--- src/rtl/serial_sub.sv ---
// Bit-serial unsigned subtractor: computes a - b LSB-first through one
// full-subtractor cell and a borrow flip-flop, then pulses done for one cycle.
module serial_sub #(
  parameter int WIDTH = 8
) (
  input  logic             clk,
  input  logic             rst_n,
  input  logic             start,
  input  logic [WIDTH-1:0] a,
  input  logic [WIDTH-1:0] b,
  output logic             busy,
  output logic             done,
  output logic [WIDTH-1:0] diff,
  output logic             borrow_out
);

  localparam int             CW       = $clog2(WIDTH);
  localparam logic [CW-1:0]  LAST_CNT = CW'(WIDTH - 1);

  typedef enum logic [1:0] {
    IDLE,
    SHIFT,
    DONE
  } state_t;

  state_t           state_q, state_d;
  logic [WIDTH-1:0] sa, sb, sd;
  logic             br;
  logic [CW-1:0]    cnt;
  logic             d, bo;
  logic             accept;

  // Full-subtractor cell on the current LSBs and the running borrow.
  assign d  = sa[0] ^ sb[0] ^ br;
  assign bo = (~sa[0] & sb[0]) | (~(sa[0] ^ sb[0]) & br);

  // A new request is honoured only from IDLE or DONE; SHIFT ignores start.
  assign accept = start && (state_q != SHIFT);

  assign busy = (state_q == SHIFT);
  assign done = (state_q == DONE);

  // NOTE: state_d gets a default before the case so no path leaves it
  // unassigned; otherwise synthesis infers a latch.
  always_comb begin
    state_d = state_q;
    unique case (state_q)
      IDLE:    if (start) state_d = SHIFT;
      SHIFT:   if (cnt == LAST_CNT) state_d = DONE;
      DONE:    state_d = start ? SHIFT : IDLE;
      default: state_d = IDLE;
    endcase
  end

  // NOTE: sequential state uses non-blocking assignments so every register
  // samples pre-edge values, regardless of statement order.
  always_ff @(posedge clk) begin
    if (!rst_n) state_q <= IDLE;
    else        state_q <= state_d;
  end

  always_ff @(posedge clk) begin
    if (!rst_n) begin
      sa         <= '0;
      sb         <= '0;
      sd         <= '0;
      br         <= 1'b0;
      cnt        <= '0;
      diff       <= '0;
      borrow_out <= 1'b0;
    end else if (accept) begin
      sa  <= a;
      sb  <= b;
      br  <= 1'b0;
      cnt <= '0;
    end else if (state_q == SHIFT) begin
      sa  <= {1'b0, sa[WIDTH-1:1]};
      sb  <= {1'b0, sb[WIDTH-1:1]};
      sd  <= {d, sd[WIDTH-1:1]};
      br  <= bo;
      cnt <= cnt + 1'b1;
      // Results are published only on completion and held until the next one.
      if (cnt == LAST_CNT) begin
        diff       <= {d, sd[WIDTH-1:1]};
        borrow_out <= bo;
      end
    end
  end

endmodule

--- config.mk ---
export PLATFORM = sky130hd
export DESIGN_NAME = serial_sub
export DESIGN_NICKNAME = d
export VERILOG_FILES = /design/src/rtl/serial_sub.sv
export SDC_FILE = /design/constraint.sdc
export NUM_CORES = 1
export LEC_CHECK = 0
export BUFFER_PORTS_ARGS = -buffer_cell sky130_fd_sc_hd__buf_2
export CAP_MARGIN = 10
export CORE_UTILIZATION = 45
export DETAILED_ROUTE_END_ITERATION = 8
export GPL_TIMING_DRIVEN = 0
export PLACE_DENSITY = 0.7
export SYNTH_ARGS = -nofsm -noshare
export SYNTH_HDL_FRONTEND = slang
export SYNTH_SLANG_ARGS = --single-unit
--- constraint.sdc ---
create_clock -name clk -period 1.3 [get_ports clk]
set_input_delay 0.26 -clock clk [delete_from_list [all_inputs] [get_ports clk]]
set_output_delay 0.26 -clock clk [all_outputs]
set_load 0.02 [all_outputs]
* Yosys cells after proc, flatten, opt, wreduce, memory -nomap -nowiden
Index checks and enable logic that the tools add are counted.
** Word-level totals
- RAM bits :: 0
- Bits in read-only memories :: 0
- Logic and storage cells :: 39
- Memories kept :: 0
- Latch bits :: 0
- Output and inout port bits :: 11
- Flip-flop bits (word level) :: 39
** Cells by class
- Bitwise operators :: 9
- Muxes and demuxes :: 8
- Multipliers :: 0
- Divide/modulo/power cells :: 0
- Reductions and logical operators :: 7
- Add/subtract/negate cells :: 1
- Order comparisons :: 0
- Equality and inequality tests :: 6
- Shift operators :: 0
** Operators with widths (number)
- 8-bit 2-to-1 mux :: 4
- 2-bit case mux with 3 select lines :: 1
- 2-bit 2-to-1 mux :: 2
- 2-bit by 1-bit inequality test with 1-bit output, second input constant :: 2
- 1-bit inverter :: 4
- 2-bit AND reduction :: 2
- 3-bit by 1-bit adder with 3-bit output, second input constant :: 1
- 3-bit equality test, second input constant :: 1
- 3-bit AND reduction :: 1
- 1-bit bitwise AND :: 2
- 2-bit by 1-bit equality test with 1-bit output, second input constant :: 1
- 2-bit equality test, second input constant :: 1
- 2-bit zero test :: 1
- 2-bit inequality test, second input constant :: 1
- 2-bit nonzero test :: 1
- 2-bit OR reduction :: 1
- 1-bit bitwise XOR :: 2
- 1-bit logical AND :: 1
- 1-bit 2-to-1 mux :: 1
- 1-bit OR :: 1

* Depth between registers and ports, before layout
- Depth in word-level cells :: 4
- Gate-level depth with buffers :: 6
- Mapped depth without buffers :: 5

* Worst setup path after synthesis
No wires, ideal clock.
- Path kind :: reg-to-reg
- From :: register cnt[0]
- To :: register borrow_out
- Stages on the path, launching flop included :: 6
- Setup time :: 0.116 ns
- Setup slack :: -0.023 ns
- Data arrival time :: 1.207 ns
- Period minus slack after synthesis :: 1.323 ns
- Path buffers :: 1
- Cell sequence :: dfxtp_1 -> ha_1 -> ha_1 -> and3b_1 -> buf_2 -> o211a_1
** Between the ends
- Word-level cells in the longest chain between the ends :: 2
** RTL lines
- start: declaration :: RTL line 29 : logic [CW-1:0] cnt;
- start signal: assignment :: RTL line 81 : cnt <= cnt + 1'b1;
- 3-bit equality test :: RTL line 83 : if (cnt == LAST_CNT) begin
- 3-bit AND reduction (no source line)
- end signal: assignment :: RTL line 85 : borrow_out <= bo;
- end: declaration :: RTL line 14 : output logic borrow_out
Every way passes these cells.
A chain may end at the register's enable or synchronous reset.

* Worst setup path in the final report
- From :: register cnt[1]
- To :: register borrow_out
The elaborated chain is that of the path after synthesis.

==> Flow_metrics.wiki <==
{| class="wikitable"
! Metric !! Value
|-
| Mean cell area of the mapped netlist || roughly 8.5 um2
|-
| Number of inserted filler cells in the final layout || about 330
|-
| Final hold violation count || 0
|-
| Antenna Diode Count || 0
|-
| Library cell with the largest summed area after synthesis || dfxtp_1
|-
| Global Route Usage Sum || 0.203
|-
| Port Buffers || 27
|-
| Max IR drop VDD || between 0.0009 and 0.001 V
|-
| Count of warnings emitted by yosys || 0
|-
| Max-slew headroom at the worst pin || 0.660
|-
| # rows || 21
|-
| Maximum level of the CTS H-tree || 2
|-
| Req. time, crit path || approximately 1.6 ns
|-
| Combinational share of power || 0.123
|-
| Biggest fanout along the worst timing path || 5
|-
| Area contributors post-synth || dfxtp_1 (48%), nand2_1 (9.5%), a21oi_1 (8.6%)
|-
| Detailed-route via count || 1,362
|-
| Slew @ Worst Pin || approximately 0.51 ns
|-
| Clock period minus final worst setup slack || roughly 1.3 ns
|-
| Wire length of the first global-routing pass || about 5.3 mm
|-
| Number of max-cap violations || 0
|-
| Violations in the final reports || setup timing
|-
| Antenna-violating nets left || 0
|-
| Per-cell via count in the routed design || slightly above 5
|-
| Max Clock Freq || 0.760 GHz
|-
| Finish-stage setup viols || 3
|-
| Maximum cell stage delay along the critical path || roughly 0.36 ns
|-
| Clock root cell || clkbuf_4
|-
| Synth top area share || 0.483
|-
| Worst endpoint data arrival time || between 1.5 and 2 ns
|-
| Post-synthesis cell area || approximately 1600 um2
|-
| Maximum number of pins on one net before global-route repair || 16
|-
| Switching component of the power || just under 600 uW
|-
| Family with the most delay on the worst path || flip-flops
|-
| Post-synth EDFFs || 0
|-
| Die outline height || a little over 60 um
|-
| Total internal power || around 1.6 mW
|-
| Net Count, Synth || 208
|-
| Number of synthesized register bits || 38
|-
| Cell area power density || between 1000 and 1500 nW/um2
|-
| HP Class || in -> reg
|-
| Number of pins exceeding their max-slew limit in the final report || 0
|-
| Standard cell core area || between 3000 and 4000 um2
|-
| Sort of element at the end of the critical path || flop
|-
| Gate count of the mapped netlist || 186
|-
| TritonCTS clock tree || built
|-
| Run status || finished with violations
|-
| Sink count of the clock tree || 38
|-
| Portion of total power attributed to the clock network || 0.305
|-
| Area taken by multi-input logic gates || 727 um2
|-
| LEAKAGE || 0.827 nW
|-
| Overall power || 2.19 mW
|-
| RSZ-0062 raised after global routing || yes
|-
| Max stage delay cell, worst path || dfxtp_2
|-
| Critical Path Source Type || flop
|-
| Area taken by flip-flops and latches || between 700 and 800 um2
|-
| Synth Flop Type || dfxtp_1
|-
| Die area || 3740 um2
|-
| Post-DP HPWL || ~2.1 mm
|-
| Effective utilization at floorplan || 0.472
|-
| Final weighted congestion in routability-driven placement || about 0.70
|-
| Detailed router's first-iteration violation count || 48
|-
| Chip Width || a little over 60 um
|-
| Via count of the first global-routing pass || ~1,200
|-
| Clock slew at reported path FFs || ~0.12 ns
|-
| Latest clock arrival within the worst-skew pair || roughly 0.35 ns
|-
| Total congestion overflow after global routing || 0
|-
| Fraction of the yosys area taken by sequential cells || 0.483
|-
| Cell chain of the critical path || ha_4, ha_4, and3b_2, buf_6, o211a_1
|-
| Cell with the most instances on the worst path || ha_4
|-
| Detailed Route WL || between 3 and 4 mm
|-
| Setup Slack @ Placement || -0.0557 ns
|-
| Net count, final || approximately 250
|-
| Hold_buf cts || 0
|-
| Antenna violations before repair || 0
|-
| Worst path bufs/invs || 1
|-
| Average detailed-routed wire length per instance || roughly 12 um
|-
| Number of design rule violations left after detail routing || 0
|-
| Critical path class || reg -> reg
|-
| Number of clock buffers inserted by TritonCTS || 5
|-
| Count of cell types in the netlist || 31
|-
| Share of synthesized registers carrying an async set or reset || 0
|-
| Fraction of layout instances using a drive strength above 1 || 0.262
|-
| Signed area change from the synthesized netlist to the final layout || 21.2%
|-
| Setup skew after layout || roughly 0.013 ns
|-
| I/O Pins || 30
|-
| Detailed-routing iteration count for the pre-antenna-repair pass || 4
|-
| Longest Clk Path Bufs || 2
|-
| Post-layout worst setup margin || -0.0164 ns
|-
| Sequential cell fraction of total power || 0.572
|-
| Final worst path period share || 1.01
|-
| Sw frac || 0.270
|}
==> power by group through the flow <==
stage / Clock [mW] / Combinational, mW / Sequential, mW
after floorplan: 0 / 0.196 / 1.27
after global placement: 0 / 0.265 / 1.27
after detailed placement: 0 / 0.268 / 1.27
after CTS: 0.684 / 0.279 / 1.25
after global routing: 0.727 / 0.308 / 1.26
final: 0.666 / 0.269 / 1.25
==> flip-flops by register name, summed over array words and instances (netlist names) <==
register	flops
cnt	3
sa	8
diff	8
sb	8
borrow_out	1
br	1
state_q	2
sd	7
==> worst paths after layout <==
| path | depth (start not counted) | slack [ns] | to | from |
|---|---|---|---|---|
| min | 3 | 0.13 | sa[6] | a[6] |
| min reg2reg | 2 | 0.45 | diff[5] | diff[5] |
| max | 5 | -0.02 | borrow_out | cnt[1] |
| max reg2reg | 5 | -0.02 | borrow_out | cnt[1] |
==> cell usage after synthesis (3+ instances only) <==
cell / instances
nand2_1: 40
a21oi_1: 27
nor2_1: 4
clkbuf_1: 6
o21ai_0: 14
a21boi_0: 4
buf_2: 3
nand3_1: 18
a21boi_1: 5
dfxtp_1: 38
==> per-layer routing <==
layer / wire length (um) / GRT usage / part of all wire
met1: 1490 / 0.240 / 0.46
met2: 1540 / 0.329 / 0.47
met3: 146 / 0.0651 / 0.045
met4: 90 / 0.107 / 0.028
met5: 0 / 0 / 0
==> cell usage in the layout (no fill, tap or decap), drive strengths merged <==
| cell | count |
|---|---|
| a21boi | 9 |
| a21oi | 28 |
| and2 | 2 |
| and3 | 1 |
| and3b | 1 |
| buf | 39 |
| clkbuf | 12 |
| clkinv | 2 |
| clkinvlp | 1 |
| dfxtp | 38 |
| fa | 1 |
| ha | 2 |
| inv | 3 |
| mux2i | 2 |
| nand2 | 40 |
| nand2b | 1 |
| nand3 | 18 |
| nand3b | 1 |
| nor2 | 4 |
| nor2b | 1 |
| nor3 | 1 |
| o211a | 1 |
| o21a | 2 |
| o21ai | 14 |
| o22ai | 1 |
==> worst min-delay path: stages <==
cell and delay [ns]:
buf_2 0.10, nand2_1 0.05, a21oi_1 0.05
==> kinds of logic after synthesis <==
family / count (synthesis) / synth area share
buffers and inverters: 18 / 0.0802
flip-flops: 38 / 0.483
AO/OA/AOI/OAI: 55 / 0.199
multiplexers: 2 / 0.0127
adder cells (fa/ha/maj): 3 / 0.0286
AND/OR/NAND/NOR: 70 / 0.197
==> through the flow <==
step / area [um2] / util / hold WS (ns) / cells / setup TNS [ns]
5_1_grt: 1910 / 0.572 / 0.112 / 271 / -0.273
2_1_floorplan: 1580 / - / 0.394 / 186 / 0
3_5_place_dp: 1770 / 0.531 / 0.438 / 259 / -0.0740
3_3_place_gp: 1770 / 0.531 / 0.433 / 259 / -0.0592
4_1_cts: 1910 / 0.571 / 0.121 / 271 / -0.117
6_report: 1910 / 0.572 / 0.131 / 271 / -0.0325
==> area by class of cell <==
| cell class | instances | share of cell area |
|---|---|---|
| Sequential cell | 38 | 0.401 |
| Tap cell | 46 | 0.0301 |
| Buffer | 12 | 0.0387 |
| Timing Repair Buffer | 33 | 0.102 |
| Clock inverter | 2 | 0.00655 |
| Multi-Input combinational cell | 130 | 0.381 |
| Clock buffer | 6 | 0.0269 |
| Inverter | 4 | 0.0144 |
==> timing repair <==
action	in CTS	in global routing
buffers inserted	4	1
cloned	1	0
setup endpoints to repair	8	14
pin swaps	1	0
gates resized for setup	15	3
No activity file was read; power rests on OpenSTA's default activity.
